===== config.mk =====
export PLATFORM = sky130hd
export DESIGN_NAME = mux_16x1
export DESIGN_NICKNAME = d
export VERILOG_FILES = /design/src/rtl/mux_pkg.sv /design/src/rtl/mux_4x1.sv /design/src/rtl/mux_16x1.sv
export SDC_FILE = /design/constraint.sdc
export NUM_CORES = 1
export LEC_CHECK = 0
export BUFFER_PORTS_ARGS = -buffer_cell sky130_fd_sc_hd__buf_2
export CAP_MARGIN = 20
export CORE_AREA = 8 8 45 47
export DETAILED_ROUTE_END_ITERATION = 16
export DIE_AREA = 0 0 53 55
export GPL_ROUTABILITY_DRIVEN = 1
export GPL_TIMING_DRIVEN = 0
export SYNTH_ARGS = -nofsm -noshare
export SYNTH_HDL_FRONTEND = slang
export SYNTH_SLANG_ARGS = --single-unit

===== constraint.sdc =====
create_clock -name clk -period 0.8 [get_ports clk]
set_clock_uncertainty 0.15 [all_clocks]
set_input_delay 0.16 -clock clk [delete_from_list [all_inputs] [get_ports clk]]
set_output_delay 0.16 -clock clk [all_outputs]
set_load 0.01 [all_outputs]

===== src/rtl/mux_pkg.sv =====
// Shared constants for the registered 16-to-1 multiplexer and its 4-to-1 building block.
package mux_pkg;

   localparam int MUX_NUM_INPUTS = 16;
   localparam int MUX_SEL_W      = 4;
   localparam int MUX_GRP_SEL_W  = 2;
   localparam int MUX_NUM_GROUPS = 4;

endpackage


===== src/rtl/mux_4x1.sv =====
// Combinational 4-to-1 lane selector; lane i sits at in[i*WIDTH +: WIDTH].
// Used both to pick within a group of four lanes and to pick among the four groups.
module mux_4x1
   import mux_pkg::*;
#(
   parameter int WIDTH = 1
) (
   input  logic [4*WIDTH-1:0]       in,
   input  logic [MUX_GRP_SEL_W-1:0] sel,
   output logic [WIDTH-1:0]         out
);

   // Every select code maps to a real lane, so the default only guards against latches.
   always_comb begin
      out = '0;
      case (sel)
         2'd0: out = in[0*WIDTH +: WIDTH];
         2'd1: out = in[1*WIDTH +: WIDTH];
         2'd2: out = in[2*WIDTH +: WIDTH];
         2'd3: out = in[3*WIDTH +: WIDTH];
         default: out = '0;
      endcase
   end

endmodule


===== src/rtl/mux_16x1.sv =====
// Registered 16-to-1 multiplexer built as a two-level tree of 4-to-1 muxes.
// Optional macro MUX16X1_PIPE_EN inserts a register between the two levels
// (latency 2 instead of 1); the port list is the same in both builds.
module mux_16x1
   import mux_pkg::*;
#(
   parameter int WIDTH = 1
) (
   input  logic                            clk,
   input  logic                            rst,
   input  logic [MUX_NUM_INPUTS*WIDTH-1:0] in,
   input  logic [MUX_SEL_W-1:0]            sel,
   output logic [WIDTH-1:0]                out
);

   logic [MUX_NUM_GROUPS*WIDTH-1:0] grp_res;
   logic [MUX_NUM_GROUPS*WIDTH-1:0] l2_in;
   logic [MUX_GRP_SEL_W-1:0]        l2_sel;
   logic [WIDTH-1:0]                l2_res;
   logic [WIDTH-1:0]                out_d;
   logic [WIDTH-1:0]                out_q;

   // Level 1: each group of four lanes is narrowed to one lane by the low select bits.
   for (genvar g = 0; g < MUX_NUM_GROUPS; g++) begin : g_level1
      mux_4x1 #(.WIDTH(WIDTH)) u_grp_mux (
         .in  (in[g*4*WIDTH +: 4*WIDTH]),
         .sel (sel[MUX_GRP_SEL_W-1:0]),
         .out (grp_res[g*WIDTH +: WIDTH])
      );
   end

`ifdef MUX16X1_PIPE_EN
   logic [MUX_NUM_GROUPS*WIDTH-1:0] grp_d;
   logic [MUX_NUM_GROUPS*WIDTH-1:0] grp_q;
   logic [MUX_GRP_SEL_W-1:0]        grp_sel_d;
   logic [MUX_GRP_SEL_W-1:0]        grp_sel_q;

   // The group results and the high select bits are captured together so they never skew.
   always_comb begin
      grp_d     = grp_res;
      grp_sel_d = sel[MUX_SEL_W-1:MUX_GRP_SEL_W];
   end

   // Mid-tree pipeline register; cleared on reset so in-flight results are dropped.
   always_ff @(posedge clk or posedge rst) begin
      if (rst) begin
         grp_q     <= '0;
         grp_sel_q <= '0;
      end else begin
         grp_q     <= grp_d;
         grp_sel_q <= grp_sel_d;
      end
   end

   // Level 2 is fed from the pipeline register.
   always_comb begin
      l2_in  = grp_q;
      l2_sel = grp_sel_q;
   end
`else
   // Level 2 is fed straight from level 1 with the live high select bits.
   always_comb begin
      l2_in  = grp_res;
      l2_sel = sel[MUX_SEL_W-1:MUX_GRP_SEL_W];
   end
`endif

   // Level 2: pick one of the four group results.
   mux_4x1 #(.WIDTH(WIDTH)) u_top_mux (
      .in  (l2_in),
      .sel (l2_sel),
      .out (l2_res)
   );

   // Next value of the output register is simply the tree result.
   always_comb begin
      out_d = l2_res;
   end

   // Output register, updated every edge and cleared immediately on reset.
   always_ff @(posedge clk or posedge rst) begin
      if (rst) begin
         out_q <= '0;
      end else begin
         out_q <= out_d;
      end
   end

   assign out = out_q;

endmodule


== Word level (Yosys, flattened, before mapping) ==
Cells that the tools add are included.
W data, S select, Z words.
Operators by class
  muxes and demuxes: 5
  shift-type cells: 0
  reduce and logical (&&, ||, !) cells: 2
  div/mod/pow operators: 0
  add/sub/neg operators: 0
  $mul: 0
  magnitude comparators: 0
  eq/ne operators: 6
  bitwise logic cells: 0
Operators with widths (number)
  $pmux W1 S4: 5
  $eq A2 B2 Y1 const B: 4
  $eq A2 B1 Y1 const B: 2
  $logic_not A2 Y1: 2
Storage, ports and cells
  register bits: 1
  word-level logic and storage cells: 14
  memory bits (read-only): 0
  latch bits: 0
  output and inout port bits: 1
  memory bits (writable): 0
  memories: 0
  input bits: 22

== Logic depth before layout (Yosys ltp) ==
  depth in word-level cells: 3
  depth in mapped cells: 5
  depth with buffers taken out: 4

== Hierarchy ==
A second synthesis with hierarchy kept.
Second synthesis, totals
  cells, all modules: 7
  area, all modules: 141.4 µm²
By module, submodules not included
  mux_4x1: sequential area each 0.0 µm², cells each 1, times used 5, area each 22.5 µm²
  mux_16x1: sequential area each 25.0 µm², cells each 2, times used 1, area each 28.8 µm²

== Least setup slack after synthesis ==
No wires, ideal clock.
  kind: input -> register
  from: in sel[0]
  to: reg out_q, in the netlist out
  data required time: 0.521 ns
  data arrival time: 1.026 ns
  library setup time: 0.129 ns
  path slack: -0.505 ns
  cell stages on the path: 5
  path buffers: 1
  path through: buf_6 > mux2_4 > a221o_1 > o211ai_2 > o211ai_2
On the way
  cells in the longest elaborated chain, start to end: 3
  elaborated cells on any way between the ends: 9
  those cells by class: eq/ne: 3; mux: 5; reduce/logical: 1
Ends and longest elaborated chain
  start, declared: RTL line mux_16x1.sv:12  | input logic [MUX_SEL_W-1:0] sel,
  $eq A2 B2 Y1, or another cell as far along: RTL line mux_4x1.sv:16  | case (sel)
  $pmux W1 S4: RTL line mux_4x1.sv:16
  $pmux W1 S4 *: RTL line mux_4x1.sv:16
  net l2_res: RTL line mux_16x1.sv:19  | logic [WIDTH-1:0] l2_res;
  end signal, assigned: RTL line mux_16x1.sv:85  | out_q <= out_d;
  end, declared: RTL line mux_16x1.sv:21  | logic [WIDTH-1:0] out_q;
The timed path passes the listed nets; every way through them passes the cells marked *.

== Worst setup path after layout ==
Ends and elaborated chain as after synthesis.

==> results.rst <==
.. list-table::
   :header-rows: 1

   * - Metric
     - Value
   * - Cell area after placement
     - 325 um^2
   * - Final Worst Setup Slack
     - -0.500 ns
   * - Relative slew margins
     - slightly above 90%
   * - Failing checks
     - negative setup slack
   * - Cell types occupying the most area after synthesis
     - mux4_2 (22%), mux2i_1 (15%), dfrtp_1 (13%)
   * - Area grow syn2layout
     - 73.1%
   * - Initial antenna violation count
     - 0
   * - Overall power
     - 0.216 mW
   * - Final net count
     - between 60 and 70
   * - Type of element capturing the critical path
     - flop
   * - Upper clock frequency limit
     - about 0.77 GHz
   * - Area share of the leading cell type in the synthesized netlist
     - between 20 and 25%
   * - First DRT Iteration DRCs
     - 4
   * - Number of antenna cells inserted
     - 0
   * - Simple-gate share of the synthesized area
     - a little over a tenth
   * - Switching power of the nets
     - 0.0586 mW
   * - Average size of a mapped cell
     - 10.0 um^2
   * - Combinational share of power
     - approximately 73%
   * - Internal power summed over all cells
     - ~0.16 mW
   * - Share of the synthesized area in compound gates (AO/OA/AOI/OAI)
     - between 20% and 30%
   * - Total of max-cap violations
     - 0
   * - Final total negative setup slack
     - -0.500 ns
   * - Ys Warns
     - 0
   * - Total number of placement rows
     - 14
   * - Via density per instance
     - 4.02
   * - Design Area, Final
     - ~350 um^2
   * - Largest net degree at the start of global routing
     - 8
   * - Vias in the first global route
     - approximately 260
   * - Vert. Die Dim
     - 55 um
   * - Wire length of the first global-routing pass
     - around 1100 um
   * - Class of the tightest hold or removal check
     - in -> reg
   * - Data arrival time of the critical path
     - 1.02 ns
   * - Routability Congestion
     - 0.618
   * - Min Clock Period, post-route
     - 1.30 ns
   * - Synthesis-stage register bit count
     - 1
   * - Run status
     - finished with violations
   * - Maximum net fanout on the critical path
     - 7
   * - Synth Area in XOR/XNOR
     - 0%
   * - Net count after synthesis
     - 42
   * - Final ANT Viol Nets
     - 0
   * - Sequential area share after synthesis
     - between 10% and 20%
   * - Count of buffers inserted at the top-level ports
     - 21
   * - Top cell type by total area after synthesis
     - mux4_2
   * - Number of placed I/O pins
     - 23
   * - Drt first pass iters
     - 3
   * - Mux contribution to synthesized area
     - between 40 and 50%
   * - Global route overflow
     - 0
   * - Main combinational cell family by area after synthesis
     - multiplexers
   * - Overall routing resource usage
     - between 4 and 5%
   * - Core area
     - between 0.001 and 0.0015 mm^2
   * - Clk pwr share
     - 0%
   * - Die width
     - roughly 53 um
   * - Startpoint kind of the worst setup timing path
     - input pin
   * - Peak VDD IR
     - 0.127 mV
   * - Post-synthesis instance area
     - between 200 and 250 um^2
   * - Die outline area
     - 0.00292 mm^2
   * - Critical Setup Path Class
     - in -> reg
   * - PD cells
     - 623 mW/mm^2
   * - Number of flip-flops under the largest register name
     - 1
   * - RSZ-0062 raised after global routing
     - yes
   * - Period Utilization, post-route
     - 162%
   * - Max-slew violation count
     - 0
   * - Unique masters post-synth
     - 12
   * - Fraction of final layout cells sized beyond drive strength 1
     - approximately two thirds
   * - Detailed-route DRC error count
     - 0
   * - Arithmetic-cell share of the synthesized area counting full adders, half adders and majority gates
     - 0%
   * - Effective utilization at floorplan
     - between 10% and 20%
   * - Utilization after layout
     - 25.0%
   * - Vias
     - approximately 230
   * - Register share of total power
     - 27.5%
   * - Final count of negative-setup-slack endpoints
     - 1
   * - Routed length per instance
     - between 10 and 15 um
   * - Total half-perimeter wirelength after legalization and detailed placement
     - around 570 um
   * - Wire length after detailed routing
     - 628 um
   * - Endpoints failing hold
     - 0
   * - Switching part of the total
     - a little over a quarter
   * - Transition time at the pin with the least slew margin
     - 0.113 ns
   * - Clock transition at path regs
     - 0 ns
   * - Required time reported for the critical path endpoint
     - 0.52 ns
   * - Post-synthesis cell count
     - 20
   * - Pleak
     - between 0.15 and 0.2 nW
## layout by cell type, fill, tap and decap left out
cell type	synthesis	layout
dlygate4sd3_1	0	1
inv_2	0	1
a221o_1	1	1
buf_4	0	1
mux2_4	1	1
o211ai_2	2	2
buf_2	0	20
inv_1	2	1
dfrtp_1	1	1
mux2i_1	3	3
a21oi_1	2	2
mux4_2	2	2
nor2b_1	1	1
nand2_1	3	3
buf_12	0	1
nor2_1	1	1
## cell usage after synthesis, drive strengths merged
cell	number
mux2i	3
nand2	3
a21oi	2
inv	2
mux4	2
o211ai	2
a221o	1
buf	1
dfrtp	1
mux2	1
nor2	1
nor2b	1
## power by group through the flow
stage / clock [mW] / sequential, mW / combinational [mW]
after floorplan: 0 / 0.0638 / 0.0754
after global placement: 0 / 0.0592 / 0.146
after detailed placement: 0 / 0.0596 / 0.149
after CTS: 0 / 0.0596 / 0.162
after global routing: 0 / 0.0607 / 0.173
final: 0 / 0.0593 / 0.157
## what timing repair did
item | 4_1_cts | 5_1_grt
setup buffers | 1 | 0
endpoints found under the hold margin | 1 | 0
pin swaps | 3 | 1
hold buffers | 1 | 0
resized for setup | 2 | 1
endpoints found under the setup margin | 1 | 2
## logic make-up (layout without fill, tap and decap cells)
kind of cell | count (synthesis) | after routing
buf+inv | 3 | 25
compound gates | 5 | 5
flops | 1 | 1
simple gates | 5 | 5
mux | 6 | 6
## worst paths after layout
| path | from | to | slack (ns) | depth (start not counted) |
|---|---|---|---|---|
| min in group asynchronous | rst | out$_DFF_PP0_ | 0.31 | 2 |
| worst max-delay path | sel[0] | out$_DFF_PP0_ | -0.50 | 5 |
| max in group asynchronous | rst | out$_DFF_PP0_ | 0.11 | 2 |
| worst min-delay path | sel[2] | out$_DFF_PP0_ | 0.27 | 2 |
## layout make-up
| type | instances | area, um^2 |
|---|---|---|
| sequential | 1 | 25.0 |
| timing repair buffer | 22 | 118 |
| buffer | 1 | 20.0 |
| multi-input combinational | 16 | 156 |
| inverter | 2 | 7.51 |
| tap | 16 | 20.0 |
| fill | 160 | 1040 |
## layer usage
layer  track usage (%)  wire (um)  part of all wire, %
met5                 0          0                    0
met4                 0          0                    0
met3             0.802         49                  7.8
met2              8.20        318                   51
met1              5.32        260                   41
## worst max-delay path, cell delays in order
cell	delay, ns
buf_12	0.11
mux2_4	0.28
a221o_1	0.31
o211ai_2	0.07
o211ai_2	0.09
## through the flow
| step | setup WS (ns) | hold WS (ns) | instances |
|---|---|---|---|
| floorplan | -0.505 | -0.261 | 20 |
| global placement | -0.545 | -0.156 | 57 |
| detailed placement | -0.556 | -0.156 | 57 |
| CTS | -0.537 | 0.283 | 59 |
| global route | -0.543 | 0.289 | 58 |
| finish | -0.500 | 0.274 | 58 |
No activity file was read; power rests on OpenSTA's default activity.
